`config.mk`:
```
export PLATFORM = sky130hd
export DESIGN_NAME = pdm_frame_packer
export DESIGN_NICKNAME = d
export VERILOG_FILES = /design/src/rtl/pdm_pkg.sv /design/src/rtl/pdm_frame_fifo.sv /design/src/rtl/pdm_frame_packer.sv
export SDC_FILE = /design/constraint.sdc
export NUM_CORES = 1
export LEC_CHECK = 0
export CAP_MARGIN = 0
export CORE_MARGIN = 8
export CORE_UTILIZATION = 30
export DETAILED_ROUTE_END_ITERATION = 10
export PLACE_DENSITY_LB_ADDON = 0.12
export SLEW_MARGIN = 5
export SYNTH_ARGS = -nofsm -noshare
export SYNTH_HDL_FRONTEND = slang
export SYNTH_SLANG_ARGS = --single-unit
```
`constraint.sdc`:
```
create_clock -name clk -period 3.5 [get_ports clk]
set_clock_uncertainty 0.05 [all_clocks]
set_input_delay 0.7 -clock clk [delete_from_list [all_inputs] [get_ports clk]]
set_output_delay 0.7 -clock clk [all_outputs]
set_load 0.01 [all_outputs]
```
`src/rtl/pdm_pkg.sv`:
```
// Shared types and helpers for the PDM frame packer: word/tag widths, frame type,
// sender state encoding and the byte/checksum formatting functions.
package pdm_pkg;
  localparam int PDM_WORD_W = 5;
  localparam int PDM_TAG_W  = 3;
  localparam int PDM_NUM_CH = 4;

  typedef logic [PDM_NUM_CH-1:0][PDM_WORD_W-1:0] pdm_frame_t;

  typedef enum logic [1:0] {
    IDLE = 2'd0,
    SEND = 2'd1,
    CSUM = 2'd2
  } sender_state_t;

  function automatic logic [7:0] pdm_byte(input logic [PDM_TAG_W-1:0] tag,
                                          input logic [PDM_WORD_W-1:0] data);
    return {tag, data};
  endfunction

  function automatic logic [7:0] pdm_frame_csum(input pdm_frame_t frame);
    logic [7:0] acc;
    acc = '0;
    for (int i = 0; i < PDM_NUM_CH; i++) begin
      acc = acc ^ pdm_byte(PDM_TAG_W'(i), frame[i]);
    end
    return acc;
  endfunction
endpackage

```
`src/rtl/pdm_frame_fifo.sv`:
```
// Small synchronous frame FIFO with combinational read of the head entry, so a pop
// can consume the head in the same cycle it is observed non-empty.
module pdm_frame_fifo #(
  parameter int WIDTH = 20,
  parameter int DEPTH = 4
) (
  input  logic             clk,
  input  logic             rst_n,
  input  logic             push,
  input  logic [WIDTH-1:0] wr_data,
  input  logic             pop,
  output logic [WIDTH-1:0] rd_data,
  output logic             full,
  output logic             empty
);
  localparam int AW = $clog2(DEPTH);

  logic [WIDTH-1:0] mem [DEPTH];
  logic [AW-1:0]    wr_ptr_reg;
  logic [AW-1:0]    rd_ptr_reg;
  logic [AW:0]      count_reg;
  logic             wr_en;
  logic             rd_en;

  // A push while full is refused even if a pop happens in the same cycle.
  assign wr_en   = push && !full;
  assign rd_en   = pop && !empty;
  assign full    = (count_reg == (AW+1)'(DEPTH));
  assign empty   = (count_reg == '0);
  assign rd_data = mem[rd_ptr_reg];

  always_ff @(posedge clk) begin
    if (wr_en) begin
      mem[wr_ptr_reg] <= wr_data;
    end
  end

  always_ff @(posedge clk or negedge rst_n) begin
    if (!rst_n) begin
      wr_ptr_reg <= '0;
      rd_ptr_reg <= '0;
      count_reg  <= '0;
    end else begin
      if (wr_en) wr_ptr_reg <= wr_ptr_reg + AW'(1);
      if (rd_en) rd_ptr_reg <= rd_ptr_reg + AW'(1);
      case ({wr_en, rd_en})
        2'b10:   count_reg <= count_reg + (AW+1)'(1);
        2'b01:   count_reg <= count_reg - (AW+1)'(1);
        default: count_reg <= count_reg;
      endcase
    end
  end
endmodule

```
`src/rtl/pdm_frame_packer.sv`:
```
// Packs per-channel 5-bit accumulator words into tagged byte frames and streams them
// over valid/ready. Define PDM_FRAME_CSUM_EN to append an XOR checksum byte per frame.
module pdm_frame_packer
  import pdm_pkg::*;
#(
  parameter int NUM_CH     = PDM_NUM_CH,
  parameter int FIFO_DEPTH = 4
) (
  input  logic                         clk,
  input  logic                         rst_n,
  input  logic [NUM_CH-1:0]            ch_valid,
  input  logic [PDM_WORD_W*NUM_CH-1:0] ch_data,
  output logic [7:0]                   tx_byte,
  output logic                         tx_valid,
  input  logic                         tx_ready,
  output logic [7:0]                   frame_drop_cnt,
  output logic [7:0]                   overrun_cnt
);
  localparam int IDX_W = $clog2(NUM_CH);

  pdm_frame_t       word_reg;
  logic [NUM_CH-1:0] have_reg;
  logic [NUM_CH-1:0] overrun_hits;
  logic [8:0]        overrun_sum;
  logic              complete;

  pdm_frame_t       fifo_rd;
  logic              fifo_full;
  logic              fifo_empty;
  logic              fifo_pop;

  sender_state_t     state_reg;
  pdm_frame_t       shift_reg;
  logic [IDX_W-1:0]  idx_reg;
  logic [IDX_W-1:0]  idx_dec;

  assign complete = &have_reg;

  // A strobe on the completion cycle belongs to the next frame, so it is not an overrun.
  for (genvar gi = 0; gi < NUM_CH; gi++) begin : g_ovr
    assign overrun_hits[gi] = ch_valid[gi] && have_reg[gi] && !complete;
  end

  always_ff @(posedge clk or negedge rst_n) begin
    if (!rst_n) begin
      word_reg <= '0;
      have_reg <= '0;
    end else begin
      for (int i = 0; i < NUM_CH; i++) begin
        if (ch_valid[i]) begin
          word_reg[i] <= ch_data[i*PDM_WORD_W +: PDM_WORD_W];
          have_reg[i] <= 1'b1;
        end else if (complete) begin
          have_reg[i] <= 1'b0;
        end
      end
    end
  end

  always_comb begin
    overrun_sum = {1'b0, overrun_cnt};
    for (int i = 0; i < NUM_CH; i++) begin
      overrun_sum = overrun_sum + 9'(overrun_hits[i]);
    end
  end

  always_ff @(posedge clk or negedge rst_n) begin
    if (!rst_n) begin
      overrun_cnt    <= '0;
      frame_drop_cnt <= '0;
    end else begin
      overrun_cnt <= overrun_sum[8] ? 8'hFF : overrun_sum[7:0];
      if (complete && fifo_full && frame_drop_cnt != 8'hFF) begin
        frame_drop_cnt <= frame_drop_cnt + 8'd1;
      end
    end
  end

  pdm_frame_fifo #(
    .WIDTH ($bits(pdm_frame_t)),
    .DEPTH (FIFO_DEPTH)
  ) u_fifo (
    .clk     (clk),
    .rst_n   (rst_n),
    .push    (complete),
    .wr_data (word_reg),
    .pop     (fifo_pop),
    .rd_data (fifo_rd),
    .full    (fifo_full),
    .empty   (fifo_empty)
  );

  assign fifo_pop = (state_reg == IDLE) && !fifo_empty;
  assign idx_dec  = idx_reg - IDX_W'(1);

  always_ff @(posedge clk or negedge rst_n) begin
    if (!rst_n) begin
      state_reg <= IDLE;
      shift_reg <= '0;
      idx_reg   <= '0;
      tx_byte   <= '0;
      tx_valid  <= 1'b0;
    end else begin
      case (state_reg)
        IDLE: begin
          if (!fifo_empty) begin
            shift_reg <= fifo_rd;
            idx_reg   <= IDX_W'(NUM_CH-1);
            tx_byte   <= pdm_byte(PDM_TAG_W'(NUM_CH-1), fifo_rd[NUM_CH-1]);
            tx_valid  <= 1'b1;
            state_reg <= SEND;
          end
        end
        SEND: begin
          if (tx_ready) begin
            if (idx_reg == '0) begin
`ifdef PDM_FRAME_CSUM_EN
              tx_byte   <= pdm_frame_csum(shift_reg);
              state_reg <= CSUM;
`else
              tx_valid  <= 1'b0;
              state_reg <= IDLE;
`endif
            end else begin
              idx_reg <= idx_dec;
              tx_byte <= pdm_byte(PDM_TAG_W'(idx_dec), shift_reg[idx_dec]);
            end
          end
        end
`ifdef PDM_FRAME_CSUM_EN
        CSUM: begin
          if (tx_ready) begin
            tx_valid  <= 1'b0;
            state_reg <= IDLE;
          end
        end
`endif
        default: begin
          tx_valid  <= 1'b0;
          state_reg <= IDLE;
        end
      endcase
    end
  end
endmodule
```
# Word level (Yosys, flattened, before mapping)

Memories as Yosys holds them, arrays and structs flattened.
Index checks and enable logic that the tools add are counted.

Mux-type cells: 27
Bitwise operators: 1
$add $sub $neg: 10
Equal/unequal tests: 9
Reduce and logical (&&, ||, !) cells: 29
$lt $le $gt $ge: 1

Operators by type and width:

| operator                                                   | count |
|---|---|
| 2-to-1 mux 8 bit                                           | 4 |
| adder 9 x 1 -> 9 bit                                       | 3 |
| case mux 8 bit (2 select lines)                            | 1 |
| logical AND 1 bit                                          | 13 |
| 2-to-1 mux 2 bit                                           | 6 |
| nonzero test 2 bit                                         | 6 |
| binary-select mux 5 bit (select 2 bit)                     | 1 |
| 2-to-1 mux 1 bit                                           | 10 |
| adder 8 x 1 -> 9 bit                                       | 1 |
| adder 8 x 1 -> 8 bit, second input constant                | 1 |
| inequality test 2 bit, second input constant               | 4 |
| inequality test 8 bit, second input constant               | 1 |
| case mux 2 bit (2 select lines)                            | 2 |
| AND reduction 4 bit                                        | 2 |
| case mux 3 bit (2 select lines)                            | 1 |
| 2-to-1 mux 5 bit                                           | 1 |
| adder 2 x 1 -> 2 bit, second input constant                | 2 |
| equality test 2 x 1 -> 1 bit, second input constant        | 2 |
| logical NOT 2 bit                                          | 2 |
| adder 3 x 1 -> 3 bit, second input constant                | 1 |
| equality test 3 bit, second input constant                 | 1 |
| logical NOT 1 bit                                          | 3 |
| logical NOT 3 bit                                          | 1 |
| less-than comparator 2 x 3 -> 1 bit, second input constant | 1 |
| other kinds (7)                                            | 7 |

Flip-flop bits (word level): 80
RAM bits: 80
Bits of input ports: 27
Memories kept: 1
Output and inout port bits: 25

Memory list:

| name       | depth | width | read ports | clocked after memory_dff | write ports | line                 | text |
|---|---|---|---|---|---|---|---|
| u_fifo.mem | 4     | 20    | 1          | 0                        | 1           | pdm_frame_fifo.sv:18 | `logic [WIDTH-1:0] mem [DEPTH];` |

# Depth between registers and ports, before layout

Gate-level depths: netlist of the first run.

Word-level depth: 8
Mapped depth: 10
Depth with buffers taken out: 9

# Cells and area by module

From an unflattened synthesis of the first run, not the netlist that was laid out.

Cells, all modules: 386
Area, all modules: 6481.2 µm²

Modules (own cells, without submodules):

| module           | instances | sequential area each (µm²) | area each (µm²) | cells each |
|---|---|---|---|---|
| pdm_frame_fifo   | 1         | 2577.5                     | 3331.9          | 141 |
| pdm_frame_packer | 1         | 1701.6                     | 3149.3          | 245 |

# Least setup slack after synthesis of the first run

No wires, ideal clock.

Kind: input -> register
From: in ch_valid[0]
To: reg overrun_cnt[1]
Path buffers: 1
Arrival time: 2.735 ns
Slack: 0.645 ns
Stages on the path: 9
Library setup time: 0.070 ns
Cell sequence: clkbuf_1 -> nand3_1 -> fa_1 -> fa_1 -> inv_1 -> fa_1 -> and3_1 -> nand3_1 -> nand2b_1

Word-level cells in the longest chain between the ends: 7

RTL lines:

| element                            | line                   | text |
|---|---|---|
| from (decl)                        | pdm_frame_packer.sv:11 | `input logic [NUM_CH-1:0] ch_valid,` |
| logical AND 1 bit (2 in series)    | pdm_frame_packer.sv:41 | `assign overrun_hits[gi] = ch_valid[gi] && have_reg[gi] && !complete;` |
| adder 8 x 1 -> 9 bit               | pdm_frame_packer.sv:63 | `overrun_sum = overrun_sum + 9'(overrun_hits[i]);` |
| adder 9 x 1 -> 9 bit (3 in series) | pdm_frame_packer.sv:63 |  |
| 2-to-1 mux 8 bit                   | pdm_frame_packer.sv:72 | `overrun_cnt <= overrun_sum[8] ? 8'hFF : overrun_sum[7:0];` |
| to (signal assigned)               | pdm_frame_packer.sv:72 |  |
| to (decl)                          | pdm_frame_packer.sv:17 | `output logic [7:0] overrun_cnt` |

Every way passes these cells.
A chain may end at the register's enable or synchronous reset.

# Worst setup path in the final report of the first run

Ends and elaborated chain as after synthesis.

==> flow_summary.json, run 1 <==
{
  "io_buffers": 50,
  "yosysWarnings": 0,
  "netlist_instances": 395,
  "fmax_mhz": 357,
  "post-route-min-period_ns": 2.80,
  "cts_buffer_depth": 2,
  "start_kind": "input pin",
  "grt_pass1_wl_mm": 20.6,
  "synth_area_um2": 6200,
  "cap_violations": 0,
  "ys_seq_area_share_pct": 69.0,
  "setup_tns_ns": 0,
  "cp-startpoint": "ch_valid[0]",
  "grt_antenna_before_repair": 0,
  "clock_latency_ns": 0.42,
  "p_leak_nw": 3.01,
  "cts-root-buf": "clkbuf_16",
  "start_util_pct": 30.6,
  "ant_nets": 0,
  "clk_pin_slew_ns": 0.06,
  "routed_wl_mm": 12.6,
  "setup_viol_count_final": 0,
  "dieArea_um2": 25500,
  "largest_register_ff_count": 80,
  "r2r-start": "have_reg[3]$_DFFE_PN0P_",
  "endpoint_kind": "flip-flop",
  "critPathKind": "input pin to flip-flop",
  "yosys.cell_types.count": 33,
  "holdBufCountCts": 0,
  "worstPathMaxFanout": 6,
  "drive_gt1_share_pct": 18.9,
  "pre_cts_ws_ns": 0.255,
  "finalWorstSetupSlack_ns": 0.697,
  "ioPinCount": 52,
  "die_h_um": 160,
  "cts_sinks": 155,
  "relSlewSlack_pct": 28.9,
  "grt_util_all_layers_pct": 10.6,
  "synth_nets": 434,
  "critPathRequiredTime_ns": 3.80,
  "critPathArrivalTime_ns": 3.11,
  "cts_buffers": 17,
  "worst_pin_slew_ns": 1.07,
  "drc": 0,
  "cts_resized": 0,
  "grt_overflow": 0,
  "rows": 52,
  "first_iter_violations": 172,
  "rsz0062_at_grt": "no",
  "final_nets": 498,
  "post_drt_wl_per_cell_um": 17.0,
  "grt_max_degree": 76,
  "avgSynthCellArea_um2": 15.7,
  "p_per_area_nw_per_um2": 891,
  "post_cts_buffers": 0,
  "final_core_utilization_pct": 37.9,
  "core_area_um2": 20200,
  "firstDrtPassIters": 4,
  "htreeDepth": 4,
  "area_delta_synth_final_pct": 23.9,
  "gpl.final_weighted_congestion": 0.701,
  "post-dp-hpwl_mm": 8.19,
  "fin_crit_sh_pct": 80.1,
  "die_width_um": 160,
  "insertedDiodeCount": 0,
  "vdd_drop_max_v": 0.000372,
  "status": "completed",
  "grt_pass1_vias": 3663,
  "synth_seq_cells": 155,
  "finalHoldViolCount": 0,
  "final-max-slew-violation-count": 0,
  "fill_cells": 1890,
  "via_per_inst": 4.45,
  "cts_tree": "done",
  "vias": 3295,
  "hp-class": "input pin to async pin"
}
[Yosys cell counts (all sizes together)]
| cell type | n | area share [%] |
|---|---|---|
| nor3 | 2 | 0.16 |
| o21ai | 3 | 0.24 |
| xor2 | 6 | 0.85 |
| o211ai | 1 | 0.12 |
| nand2b | 6 | 0.61 |
| a21oi | 2 | 0.16 |
| or2 | 1 | 0.10 |
| xnor2 | 12 | 1.7 |
| nand3b | 1 | 0.12 |
| inv | 13 | 0.79 |
| mux2 | 21 | 3.8 |
| or3b | 1 | 0.18 |
| and2 | 5 | 0.50 |
| ha | 8 | 1.6 |
| nand3 | 16 | 1.3 |
| and3 | 5 | 0.50 |
| dfrtp | 75 | 30 |
| nor2 | 2 | 0.12 |
| conb | 1 | 0.060 |
| buf | 4 | 0.36 |
| a21o | 4 | 0.48 |
| clkbuf | 13 | 0.79 |
| nand4 | 5 | 0.61 |
| a311oi | 1 | 0.42 |
| fa | 4 | 1.3 |
| nand2 | 74 | 4.5 |
| o2111ai | 1 | 0.14 |
| mux2i | 1 | 0.16 |
| nor2b | 2 | 0.20 |
| edfxtp | 80 | 39 |
| mux4 | 25 | 9.1 |
[worst max-delay path: stages]
cell	delay, ns
clkdlybuf4s50_1	0.49
nand3_1	0.10
fa_1	0.50
fa_1	0.45
inv_1	0.08
fa_1	0.25
and3_1	0.21
nand3_1	0.20
nand2b_1	0.12
[layout make-up]
cell class / count / area (um^2) / area share [%]
sequential: 155 / 4280 / 55.7
multi-input combinational: 210 / 1800 / 23.4
timing repair buffer: 62 / 588 / 7.66
clock buffer: 25 / 518 / 6.75
tap: 270 / 338 / 4.40
clock inverter: 6 / 106 / 1.39
inverter: 13 / 48.8 / 0.636
[cell families after synthesis]
kind of cell | after synthesis | synth area share, %
xor gates and xnor gates | 18 | 2.54
buffers and inverters | 30 | 1.94
other | 1 | 0.0605
AOI/OAI and AO/OA | 12 | 1.57
DFF | 155 | 69.0
and+or+nand+nor | 120 | 8.88
muxes | 47 | 13.1
adders and majority gates | 12 | 2.91
[power breakdown]
group          switching, W  total, W  leakage, nW  internal (W)
combinational       0.00102   0.00205         1.08       0.00103
sequential         0.000349   0.00286         1.63       0.00251
clock              0.000684   0.00192        0.301       0.00124
[worst paths after layout]
path	to	slack (ns)	cells after the start
worst min-delay path	tx_byte[4]$_DFFE_PN0P_	0.40	1
max in group asynchronous	word_reg[7]$_DFFE_PN0P_	2.31	1
worst max register to register	overrun_cnt[1]$_DFF_PN0_	0.93	9
min in group clk	shift_reg[9]$_DFFE_PN0P_	0.41	2
worst min register to register	shift_reg[9]$_DFFE_PN0P_	0.41	2
worst max-delay path	overrun_cnt[1]$_DFF_PN0_	0.70	9
[cells in the final DEF, fill, tap and decap left out, types with 2 or more instances in the layout]
cell type        count
ha_1                 8
mux4_2              25
clkbuf_16           19
o21ai_0              3
xnor2_1             12
and3_1               5
edfxtp_1            80
fa_1                 4
nor3_1               2
clkbuf_8             2
xor2_1               6
a21oi_1              2
inv_1               13
mux2_2              21
nand4_1              4
bufinv_16            3
clkdlybuf4s50_1     49
nor2b_1              2
nor2_1               2
clkbuf_1             4
buf_4               13
a21o_1               4
nand3_1             16
nand2b_1             6
nand2_1             74
and2_1               5
dfrtp_1             75
[per-layer routing]
layer / global-route usage [%] / routed length (um)
met2: 16.1 / 5810
met4: 4.76 / 231
met3: 3.57 / 597
met5: 0 / 0
met1: 13.4 / 5920
[per-stage QoR]
step	cell area, um^2	hold WS, ns	instances	power [W]
3_5_place_dp	7050	0.407	710	0.00504
2_1_floorplan	6200	0.354	395	0.00424
4_1_cts	7680	0.421	741	0.00699
6_report	7680	0.400	741	0.00684
5_1_grt	7680	0.455	741	0.00732
3_3_place_gp	7050	0.406	710	0.00501
(Power assumes the default switching activity.)
==> inputs of run 2 (changes only) <==
- clock period: 3.5 -> 2.8 ns (I/O delays scaled with it)
==> flow_summary.json, run 2 (synthesis results as in run 1) <==
{
  "post_drt_wl_per_cell_um": 17.3,
  "critPathKind": "input pin to flip-flop",
  "routed_wl_mm": 13.0,
  "critPathRequiredTime_ns": 3.11,
  "setup_tns_ns": 0,
  "path_delay_family": "adder cells",
  "cts_resized": 0,
  "vdd_drop_max_v": 0.000503,
  "first_iter_violations": 155,
  "slowest_delay_ns": 0.50,
  "grt_max_degree": 35,
  "grt_antenna_before_repair": 0,
  "crit_top_cell": "fa_1",
  "clk_pin_slew_ns": 0.07,
  "final_cell_mix": "80 x edfxtp_1, 75 x dfrtp_1, 74 x nand2_1",
  "grt_pass1_vias": 3826,
  "final_common_cell": "edfxtp_1",
  "start_util_pct": 30.6,
  "post_cts_buffers": 0,
  "place_area_um2": 7140,
  "total_power_w": 0.00844,
  "vias": 3365,
  "post-route-min-period_ns": 2.57,
  "whs_ns": 0.0346,
  "r2r_slack_ns": 0.31,
  "core_area_um2": 20200,
  "dieArea_um2": 25500,
  "fmax_mhz": 389,
  "cts-root-buf": "clkbuf_16",
  "drc": 0,
  "ant_nets": 0,
  "r2r-start": "have_reg[3]$_DFFE_PN0P_",
  "worstPathCellList": "clkdlybuf4s50_1 > nand3_1 > fa_1 > fa_1 > inv_1 > fa_1 > and3_1 > nand3_1 > nand2b_1",
  "largest_register_ff_count": 80,
  "ioPinCount": 52,
  "fin_crit_sh_pct": 91.9,
  "io_buffers": 50,
  "clock_latency_ns": 0.42,
  "critPathArrivalTime_ns": 2.88,
  "fin_area_um2": 7700,
  "worstRegToRegCells": 9,
  "grt_pass1_wl_mm": 21.5,
  "fill_cells": 1923,
  "final-max-slew-violation-count": 0,
  "die_width_um": 160,
  "cts_tree": "done",
  "die_h_um": 160,
  "worstPathMaxFanout": 6,
  "drive_gt1_share_pct": 21.5,
  "start_kind": "input pin",
  "seq_area_um2": 4280,
  "setup_viol_count_final": 0,
  "grt_overflow": 0,
  "hp-class": "input pin to async pin",
  "htreeDepth": 4,
  "endpoint_kind": "flip-flop",
  "gpl.final_weighted_congestion": 0.708,
  "worst_pin_slew_ns": 0.677,
  "r2r-end": "overrun_cnt[1]$_DFF_PN0_",
  "final_nets": 506,
  "via_per_inst": 4.49,
  "p_per_area_nw_per_um2": 1100,
  "final_core_utilization_pct": 38.1,
  "finalHoldViolCount": 0,
  "cts_buffers": 17,
  "holdBufCountCts": 0,
  "cts_sinks": 155,
  "firstDrtPassIters": 4,
  "area_delta_synth_final_pct": 24.2,
  "status": "completed",
  "cap_violations": 0,
  "relSlewSlack_pct": 54.9,
  "insertedDiodeCount": 0,
  "grt_util_all_layers_pct": 10.9,
  "rsz0062_at_grt": "no",
  "multi_input_area_um2": 1800,
  "post-dp-hpwl_mm": 8.67,
  "crit_buf_inv": 2,
  "cts_buffer_depth": 2,
  "rows": 52,
  "p_leak_nw": 3.02,
  "slowest_stage": "fa_1"
}
==> run 2: cell count changes in the layout (fill, tap and decap cells not counted), moves of 3 or more <==
cell       previous run  this run
buf_4                13        19
clkinv_4              0         6
inv_6                 0         3
clkbuf_1              4         0
bufinv_16             3         0
==> run 2: worst max-delay path by stage <==
stage,start,to,slack [ns],cells past startpoint
after floorplan,ch_valid[0],overrun_cnt[1]$_DFF_PN0_,0.08,9
after global placement,ch_valid[0],overrun_cnt[1]$_DFF_PN0_,-0.20,9
after detailed placement,ch_valid[0],overrun_cnt[1]$_DFF_PN0_,-0.22,9
after CTS,ch_valid[0],overrun_cnt[1]$_DFF_PN0_,0.24,9
after global routing,ch_valid[0],overrun_cnt[1]$_DFF_PN0_,0.11,9
final,ch_valid[0],overrun_cnt[1]$_DFF_PN0_,0.23,9
==> run 2: power breakdown <==
group	leakage [nW]	internal [W]	switching (W)
registers	1.63	0.00314	0.000420
logic	1.13	0.00138	0.00135
clock network	0.268	0.00120	0.000956
==> run 2: area by class of cell <==
class                   instances  share of cell area, %
flip-flops and latches        155                   55.6
multi-input cells             210                   23.4
repair buffers                 70                   8.74
clock buffers                  18                   5.85
well taps                     270                   4.39
clock inverters                14                   1.45
inverters                      13                  0.634
==> run 2: layer usage <==
metal / track usage, % / wire length, um / vias to the layer above
met2: 17.6 / 6160 / 67
met5: 0 / 0 / -
met1: 13.6 / 6090 / 1721
li1: - / - / 1566
met4: 4.25 / 196 / 0
met3: 3.34 / 551 / 11
==> run 2: stage by stage <==
step                std cells  setup WS (ns)
finish                    750          0.227
global route              750          0.111
CTS                       750          0.236
detailed placement        718         -0.218
global placement          718         -0.200
floorplan                 395         0.0846
==> inputs of run 3 (changes only) <==
- CORE_MARGIN: 8 -> 5
- DONT_BUFFER_PORTS: not set -> 1
- PLACE_DENSITY_LB_ADDON: 0.12 -> 0.05
==> flow_summary.json, run 3 (synthesis results as in run 1) <==
{
  "critPathKind": "flip-flop to flip-flop",
  "post_drt_wl_per_cell_um": 18.2,
  "hp-class": "input pin to flip-flop",
  "hp-start": "ch_valid[3]",
  "htreeDepth": 4,
  "gpl.final_weighted_congestion": 0.690,
  "clk_pin_slew_ns": 0.06,
  "final_core_utilization_pct": 35.2,
  "via_per_inst": 4.48,
  "clock_latency_ns": 0.41,
  "fill_cells": 1997,
  "die_h_um": 154,
  "cts_buffers": 17,
  "firstDrtPassIters": 5,
  "fmax_mhz": 382,
  "rows": 52,
  "final_nets": 448,
  "cts_buffer_depth": 2,
  "core_area_um2": 20300,
  "first_iter_violations": 117,
  "vias": 3104,
  "area_delta_synth_final_pct": 15.3,
  "io_buffers": 0,
  "cap_violations": 0,
  "post-route-min-period_ns": 2.62,
  "final-max-slew-violation-count": 0,
  "dieArea_um2": 23600,
  "cts-root-buf": "clkbuf_16",
  "final_common_cell": "edfxtp_1",
  "min_to": "have_reg[3]$_DFFE_PN0P_",
  "post_cts_buffers": 0,
  "drive_gt1_share_pct": 21.6,
  "critPathArrivalTime_ns": 2.91,
  "slowest_stage": "fa_1",
  "grt_antenna_before_repair": 0,
  "finalHoldViolCount": 0,
  "worstRegToRegCells": 9,
  "cts_tree": "done",
  "grt_max_degree": 76,
  "status": "completed",
  "setup_tns_ns": 0,
  "r2r_slack_ns": 0.18,
  "drc": 0,
  "fin_crit_sh_pct": 93.5,
  "ioPinCount": 52,
  "p_leak_nw": 2.80,
  "r2r-start": "have_reg[2]$_DFFE_PN0P_",
  "whs_path_depth": 1,
  "grt_util_all_layers_pct": 11.5,
  "post-dp-hpwl_mm": 8.10,
  "critPathRequiredTime_ns": 3.09,
  "p_per_area_nw_per_um2": 1130,
  "vdd_drop_max_v": 0.000437,
  "ant_nets": 0,
  "crit_top_cell": "fa_1",
  "start_util_pct": 30.5,
  "grt_pass1_wl_mm": 20.6,
  "setup_viol_count_final": 0,
  "rsz0062_at_grt": "no",
  "largest_register_ff_count": 80,
  "cts_sinks": 155,
  "routed_wl_mm": 12.6,
  "r2r-end": "overrun_cnt[1]$_DFF_PN0_",
  "worstPathCellList": "nand4_2 > nand3_1 > fa_1 > fa_1 > inv_1 > fa_1 > and3_1 > nand3_2 > nand2b_1",
  "start_kind": "flip-flop",
  "grt_overflow": 0,
  "worstPathMaxFanout": 8,
  "grt_pass1_vias": 3438,
  "slowest_delay_ns": 0.45,
  "die_width_um": 154,
  "endpoint_kind": "flip-flop",
  "final_cell_mix": "80 x edfxtp_1, 75 x dfrtp_1, 74 x nand2_1"
}
## run 3: worst max-delay path by stage
stage | from | endpoint | slack, ns | depth (start not counted)
after floorplan | ch_valid[0] | overrun_cnt[1]$_DFF_PN0_ | 0.08 | 9
after global placement | have_reg[2]$_DFFE_PN0P_ | overrun_cnt[1]$_DFF_PN0_ | 0.15 | 9
after detailed placement | have_reg[2]$_DFFE_PN0P_ | overrun_cnt[1]$_DFF_PN0_ | 0.05 | 9
after CTS | have_reg[2]$_DFFE_PN0P_ | overrun_cnt[1]$_DFF_PN0_ | 0.06 | 9
after global routing | have_reg[2]$_DFFE_PN0P_ | overrun_cnt[1]$_DFF_PN0_ | 0.007 | 9
final | have_reg[2]$_DFFE_PN0P_ | overrun_cnt[1]$_DFF_PN0_ | 0.18 | 9
## run 3: layout make-up
| type | count | area [um^2] | share of cell area, % |
|---|---|---|---|
| inverter | 13 | 48.8 | 0.683 |
| tap | 270 | 338 | 4.73 |
| clock buffer | 18 | 429 | 6.01 |
| multi-input combinational | 210 | 1800 | 25.3 |
| clock inverter | 14 | 130 | 1.82 |
| sequential | 155 | 4280 | 59.9 |
| antenna | 1 | 2.50 | 0.0350 |
| timing repair buffer | 12 | 113 | 1.58 |
## run 3: routing by layer
metal	wire length [um]	track usage, %	vias to the layer above
li1	-	-	1449
met1	5800	15.0	1587
met2	6040	17.9	58
met3	636	3.68	10
met4	147	4.16	0
met5	0	0	-
## run 3: timing repair
action	in CTS	in global routing
endpoints found under the setup margin	0	6
hold endpoints to repair	75	0
gates resized for setup	0	1
hold buffers	2	0
## run 3: through the flow
| step | worst slack [ns] | power (W) | instances | cell area, um^2 | hold slack (ns) |
|---|---|---|---|---|---|
| after CTS | 0.0572 | 0.00827 | 692 | 7140 | 0.159 |
| final | 0.182 | 0.00808 | 693 | 7140 | 0.189 |
| after floorplan | 0.0846 | 0.00530 | 395 | 6200 | 0.214 |
| after global placement | 0.148 | 0.00603 | 658 | 6540 | 0.218 |
| after global routing | 0.00672 | 0.00868 | 692 | 7140 | 0.167 |
| after detailed placement | 0.0501 | 0.00603 | 658 | 6540 | 0.218 |
## run 3: power breakdown
part	total, W	internal, W	switching (W)
Combinational	0.00232	0.00106	0.00125
Clock	0.00218	0.00130	0.000886
Sequential	0.00358	0.00314	0.000435
## run 3: worst max-delay path: cells and delay by family, from the launching register on
kind / cells / cell delay (ns)
buf+inv: 1 / 0.08
flops: 1 / 0.38
fa+ha+maj: 3 / 1.15
simple gates: 5 / 0.88
